### src/rtl/program_loader.sv
// Program memory write-port sequencer: loads a length/data/checksum image
// from the UART byte stream, or zero-fills memory, holding the CPU meanwhile.
module program_loader #(
    parameter int MEM_BYTES      = 1024,
    parameter int TIMEOUT_CYCLES = 1_000_000
) (
    input  logic        clk,
    input  logic        rst,
    input  logic        start,
    input  logic        clear_req,
    input  logic        rx_valid,
    input  logic [7:0]  rx_data,
    output logic        mem_write_enable,
    output logic [7:0]  mem_write_data,
    output logic [31:0] mem_write_address,
    output logic        cpu_hold,
    output logic        busy,
    output logic        done,
    output logic        error
);

    localparam int AW = (MEM_BYTES > 1) ? $clog2(MEM_BYTES) : 1;
    localparam int CW = AW + 1;
    localparam logic [CW-1:0] MEM_COUNT = CW'(MEM_BYTES);
    localparam logic [31:0]   MEM_LIMIT = 32'(MEM_BYTES);
    localparam logic [31:0]   TMO_LIMIT = 32'(TIMEOUT_CYCLES);

    typedef enum logic [2:0] {
        IDLE,
        CLEAR,
        LEN,
        DATA,
        CSUM
    } state_t;

    state_t        state, state_n;
    logic [CW-1:0] count, count_n;
    logic [1:0]    len_idx, len_idx_n;
    logic [31:0]   len_q, len_n;
    logic [7:0]    csum, csum_n;
    logic [31:0]   tmo, tmo_n;
    logic          we_q, we_n;
    logic [7:0]    wdata_q, wdata_n;
    logic [AW-1:0] waddr_q, waddr_n;
    logic          busy_q, busy_n;
    logic          done_q, done_n;
    logic          error_q, error_n;
    logic [31:0]   len_full;
    logic          timeout_hit;

    always_ff @(posedge clk or posedge rst) begin
        if (rst) begin
            state   <= IDLE;
            count   <= '0;
            len_idx <= '0;
            len_q   <= '0;
            csum    <= '0;
            tmo     <= '0;
            we_q    <= 1'b0;
            wdata_q <= '0;
            waddr_q <= '0;
            busy_q  <= 1'b0;
            done_q  <= 1'b0;
            error_q <= 1'b0;
        end else begin
            state   <= state_n;
            count   <= count_n;
            len_idx <= len_idx_n;
            len_q   <= len_n;
            csum    <= csum_n;
            tmo     <= tmo_n;
            we_q    <= we_n;
            wdata_q <= wdata_n;
            waddr_q <= waddr_n;
            busy_q  <= busy_n;
            done_q  <= done_n;
            error_q <= error_n;
        end
    end

    // Length bytes arrive little-endian, so each new byte shifts in from the top.
    assign len_full    = {rx_data, len_q[31:8]};
    assign timeout_hit = (TIMEOUT_CYCLES != 0) && !rx_valid && ((tmo + 32'd1) == TMO_LIMIT);

    always_comb begin
        state_n   = state;
        count_n   = count;
        len_idx_n = len_idx;
        len_n     = len_q;
        csum_n    = csum;
        tmo_n     = tmo;
        we_n      = 1'b0;
        wdata_n   = wdata_q;
        waddr_n   = waddr_q;
        done_n    = 1'b0;
        error_n   = error_q;

        if (state == LEN || state == DATA || state == CSUM) begin
            if (rx_valid || TIMEOUT_CYCLES == 0) begin
                tmo_n = '0;
            end else begin
                tmo_n = tmo + 32'd1;
            end
        end

        case (state)
            IDLE: begin
                if (clear_req) begin
                    state_n = CLEAR;
                    we_n    = 1'b1;
                    wdata_n = 8'h00;
                    waddr_n = '0;
                    count_n = CW'(1);
                    error_n = 1'b0;
                end else if (start) begin
                    state_n   = LEN;
                    len_idx_n = '0;
                    len_n     = '0;
                    tmo_n     = '0;
                    error_n   = 1'b0;
                end
            end

            // count holds the next address to zero; reaching MEM_BYTES means all written.
            CLEAR: begin
                if (count == MEM_COUNT) begin
                    state_n = IDLE;
                    done_n  = 1'b1;
                    count_n = '0;
                end else begin
                    we_n    = 1'b1;
                    wdata_n = 8'h00;
                    waddr_n = count[AW-1:0];
                    count_n = count + CW'(1);
                end
            end

            LEN: begin
                if (rx_valid) begin
                    len_n     = len_full;
                    len_idx_n = len_idx + 2'd1;
                    if (len_idx == 2'd3) begin
                        if (len_full == 32'd0 || len_full > MEM_LIMIT) begin
                            state_n = IDLE;
                            error_n = 1'b1;
                        end else begin
                            state_n = DATA;
                            count_n = '0;
                            csum_n  = '0;
                        end
                    end
                end else if (timeout_hit) begin
                    state_n = IDLE;
                    error_n = 1'b1;
                end
            end

            // len_q is known to be 1..MEM_BYTES here, so its low CW bits hold it exactly.
            DATA: begin
                if (rx_valid) begin
                    we_n    = 1'b1;
                    wdata_n = rx_data;
                    waddr_n = count[AW-1:0];
                    count_n = count + CW'(1);
                    csum_n  = csum + rx_data;
                    if ((count + CW'(1)) == len_q[CW-1:0]) begin
                        state_n = CSUM;
                    end
                end else if (timeout_hit) begin
                    state_n = IDLE;
                    error_n = 1'b1;
                end
            end

            CSUM: begin
                if (rx_valid) begin
                    state_n = IDLE;
                    if (rx_data == csum) begin
                        done_n = 1'b1;
                    end else begin
                        error_n = 1'b1;
                    end
                end else if (timeout_hit) begin
                    state_n = IDLE;
                    error_n = 1'b1;
                end
            end

            default: begin
                state_n = IDLE;
            end
        endcase

        busy_n = (state_n != IDLE);
    end

    assign mem_write_enable  = we_q;
    assign mem_write_data    = wdata_q;
    assign mem_write_address = {{(32-AW){1'b0}}, waddr_q};
    assign busy              = busy_q;
    assign cpu_hold          = busy_q;
    assign done              = done_q;
    assign error             = error_q;

endmodule

### config.mk
export PLATFORM = sky130hd
export DESIGN_NAME = program_loader
export DESIGN_NICKNAME = d
export VERILOG_FILES = /design/src/rtl/program_loader.sv
export SDC_FILE = /design/constraint.sdc
export NUM_CORES = 1
export LEC_CHECK = 0
export CAP_MARGIN = 10
export CORE_MARGIN = 4
export CORE_UTILIZATION = 55
export CTS_CLUSTER_SIZE = 40
export DETAILED_ROUTE_END_ITERATION = 10
export GPL_ROUTABILITY_DRIVEN = 0
export PLACE_DENSITY = 0.82
export SLEW_MARGIN = 40
export SYNTH_ARGS = -nofsm -noshare
export SYNTH_HDL_FRONTEND = slang
export SYNTH_SLANG_ARGS = --single-unit
### constraint.sdc
create_clock -name clk -period 9.53 [get_ports clk]
set_clock_uncertainty 0.2 [all_clocks]
set_input_delay 1.906 -clock clk [delete_from_list [all_inputs] [get_ports clk]]
set_output_delay 1.906 -clock clk [all_outputs]
set_load 0.01 [all_outputs]
==> results.sh <==
export IMPL_status="complete, no violations"
export IMPL_ys_top_cells_by_area="dfrtp_1 (40%), nand2_1 (7.4%), o21ai_0 (4.9%), nand3_1 (4.4%), a21oi_1 (3.7%)"
export IMPL_port_buffers=35
export IMPL_reg2reg_slack_ns=5.97
export IMPL_endpoint_kind="register"
export IMPL_drive_above_1_share_pct=6.424
export IMPL_worst_pin_slew_ns=0.7274
export IMPL_synthFlopType="dfrtp_1"
export IMPL_finalHoldViolCount=0
export IMPL_drv_cap=0
export IMPL_tns_ns=0
export IMPL_worstPathRequired_ns=9.56
export IMPL_p_switching_mw=0.5581
export IMPL_diodes=0
export IMPL_dr_total_vias=6084
export IMPL_grt_max_degree=59
export IMPL_synth_top_family_by_area="simple AND/OR/NAND/NOR gates"
export IMPL_yosysMostFrequentCell="nand2_1"
export IMPL_cts_inserted_buffers=9
export IMPL_synth_top_area_share_pct=40.00
export IMPL_grt_pass1_wl_um=28080
export IMPL_syn_area_um2=6882
export IMPL_post_synth_top_area_cell="dfrtp_1"
export IMPL_die_h_um=119.9
export IMPL_synthSimpleGateAreaFrac_pct=29.44
export IMPL_cts_resized=0
export IMPL_hp_class="reg -> reg"
export IMPL_cts_sinks=110
export IMPL_drcViolationCount=0
export IMPL_wire_per_inst_um=16.57
export IMPL_synth_compound_area_share_pct=17.15
export IMPL_rr_worst_depth=10
export IMPL_wl_um=16450
export IMPL_cp_arrival_ns=4.81
export IMPL_post_route_util_pct=61.58
export IMPL_clock_latency_ns=0.36
export IMPL_dr_first_iter_drc_count=533
export IMPL_htreeDepth=3
export IMPL_synth_mux_area_share_pct=0.9091
export IMPL_routed_via_density=6.127
export IMPL_final_area_um2=7458
export IMPL_synth_common_cells="nand2_1 (136), dfrtp_1 (110), o21ai_0 (67)"
export IMPL_fill_cells=1073
export IMPL_swShare_pct=36.31
export IMPL_fp_coreArea_um2=12110
export IMPL_yosysWarnings=0
export IMPL_pwr_share_seq_pct=43.7
export IMPL_fin_crit_sh_pct=50.12
export IMPL_grt_usage_pct=23.77
export IMPL_whs_path_depth=2
export IMPL_synth_edff_count=0
export IMPL_die_area_um2=14370
export IMPL_power_share_combinational_pct=30.6
export IMPL_netlist_instances=827
export IMPL_nNetsFinal=845
export IMPL_synthXorXnorAreaFrac_pct=2.673
export IMPL_min_from="waddr_q[5]"
export IMPL_power_density_nw_per_um2=206.1
export IMPL_rr_startpoint="tmo[0]"
export IMPL_synth_avg_cell_area_um2=8.321
export IMPL_start_util_pct=56.82
export IMPL_rsz0062_at_grt="false"
export IMPL_area_growth_syn_to_layout_pct=8.382
export IMPL_cts_hold_buf=0
export IMPL_antenna_found_initial=0
export IMPL_rows=40
export IMPL_cellLeakagePower_nw=3.241
export IMPL_clkTransAtPathRegs_ns=0.08
export IMPL_path_class="in -> reg"
export IMPL_worstReg2RegEnd="busy"
export IMPL_dpl_hpwl_um=11300
export IMPL_ys_seq_area_share_pct=40.00
export IMPL_firstDrtPassIters=5
export IMPL_hold_end="waddr_q[5]"
export IMPL_timing_final_crit_period_ns=4.776
export IMPL_finalMaxSlewViolations=0
export IMPL_io_pins=58
export IMPL_clk_path_buf_depth=2
export IMPL_max_clock_freq_ghz=0.2094
export IMPL_start_kind="input port"
export IMPL_cts_tree="built"
export IMPL_slew_headroom_pct=51.50
export IMPL_place_area_um2=7139
export IMPL_ys_seq_elements=110
export IMPL_synthArstFlopShare_pct=100.0
export IMPL_die_width_um=119.9
export IMPL_root_buffer="clkbuf_16"
export IMPL_synthAdderAreaFrac_pct=2.291
export IMPL_synthDistinctLibCells=73
export IMPL_setup_viol=0
export IMPL_max_vdd_ir_drop_uv=116.5
export IMPL_detail_route_antenna_nets=0
export IMPL_clkPwrFrac_pct=25.7
export IMPL_grt_pass1_vias=5548
export IMPL_cts_setup_buffers=0
export IMPL_crit_fanout=44
export IMPL_p_int_mw=0.9788
export IMPL_overflow=0
## power groups by stage
stage / clock (mW) / combinational (mW) / sequential (mW)
3_5_place_dp: 0 / 0.468 / 0.677
4_1_cts: 0.401 / 0.470 / 0.669
3_3_place_gp: 0 / 0.457 / 0.674
6_report: 0.396 / 0.470 / 0.671
5_1_grt: 0.425 / 0.529 / 0.688
2_1_floorplan: 0 / 0.387 / 0.629
## critical path, stage by stage
cell and delay (ns):
clkdlybuf4s50_1 0.39, buf_4 0.27, or4b_2 0.65, nor4_1 0.32, nand4_1 0.22, a2111oi_4 0.26, o2111ai_2 0.23, a311o_1 0.37
nand4bb_1 0.18
## layout by cell type (no fill, tap or decap), types with 6 or more instances in the layout
cell	netlist	final
nand2b_1	6	6
nor2b_1	7	7
xor2_1	11	11
clkdlybuf4s50_1	0	35
dfrtp_1	110	110
or3_1	12	12
nor3_1	14	14
conb_1	1	22
ha_1	11	11
nand4_1	19	19
xnor2_1	10	10
nor2_1	53	51
inv_1	18	17
o21ai_0	67	67
buf_4	25	8
nor4_1	14	13
a21oi_1	51	51
a22o_1	8	8
clkbuf_16	0	9
o31ai_1	10	10
and3_1	19	19
a31oi_1	10	10
nand3_1	60	60
nand2_1	136	136
or4_1	8	8
## cell type report
cell class	count	area (um^2)	area share (%)
Clock buffer	12	256.5	3.439
Clock inverter	4	53.80	0.7214
Inverter	18	70.07	0.9394
Multi-Input combinational cell	638	3705	49.67
Sequential cell	110	2753	36.91
Tap cell	168	210.2	2.818
Timing Repair Buffer	43	410.4	5.502
## worst max-delay path by stage
stage                           from  endpoint  slack, ns  cells after the start
after global routing        rx_valid      busy       4.53                      9
final                       rx_valid      busy       4.75                      9
after global placement    rx_data[1]  count[6]       4.55                      9
after detailed placement    rx_valid      busy       4.42                      9
after floorplan                  rst      busy       4.52                      1
after CTS                   rx_valid      busy       4.81                      9
## kinds of logic after synthesis
| logic type | count (synthesis) |
|---|---|
| other cells | 1 |
| simple gates | 389 |
| buf+inv | 100 |
| fa+ha+maj | 12 |
| compound gates | 188 |
| mux | 6 |
| flops | 110 |
| xor+xnor | 21 |
## registers in the layout, summed over array words and instances, names as in the netlist
signal and flops:
len_q 32, tmo 32, count 11, waddr_q 10
csum 8, mem_write_data 8, state 3, len_idx 2
busy 1, done 1, error 1, mem_write_enable 1
## metal layers
metal,share of wire (%),GRT usage [%],vias up
li1,-,-,2911
met1,47,35.34,2951
met2,46,35.28,197
met4,1.9,8.375,0
met3,5.2,3.817,25
met5,0,0,-
## per-stage QoR
stage | power [mW] | cells | hold slack (ns) | setup WS [ns]
finish | 1.537 | 993 | 0.2802 | 4.754
global route | 1.642 | 993 | 0.3235 | 4.533
CTS | 1.540 | 993 | 0.2859 | 4.809
detailed placement | 1.145 | 977 | 0.2690 | 4.416
global placement | 1.132 | 977 | 0.2606 | 4.552
floorplan | 1.016 | 848 | 0.2538 | 4.522
(Power assumes the default switching activity.)
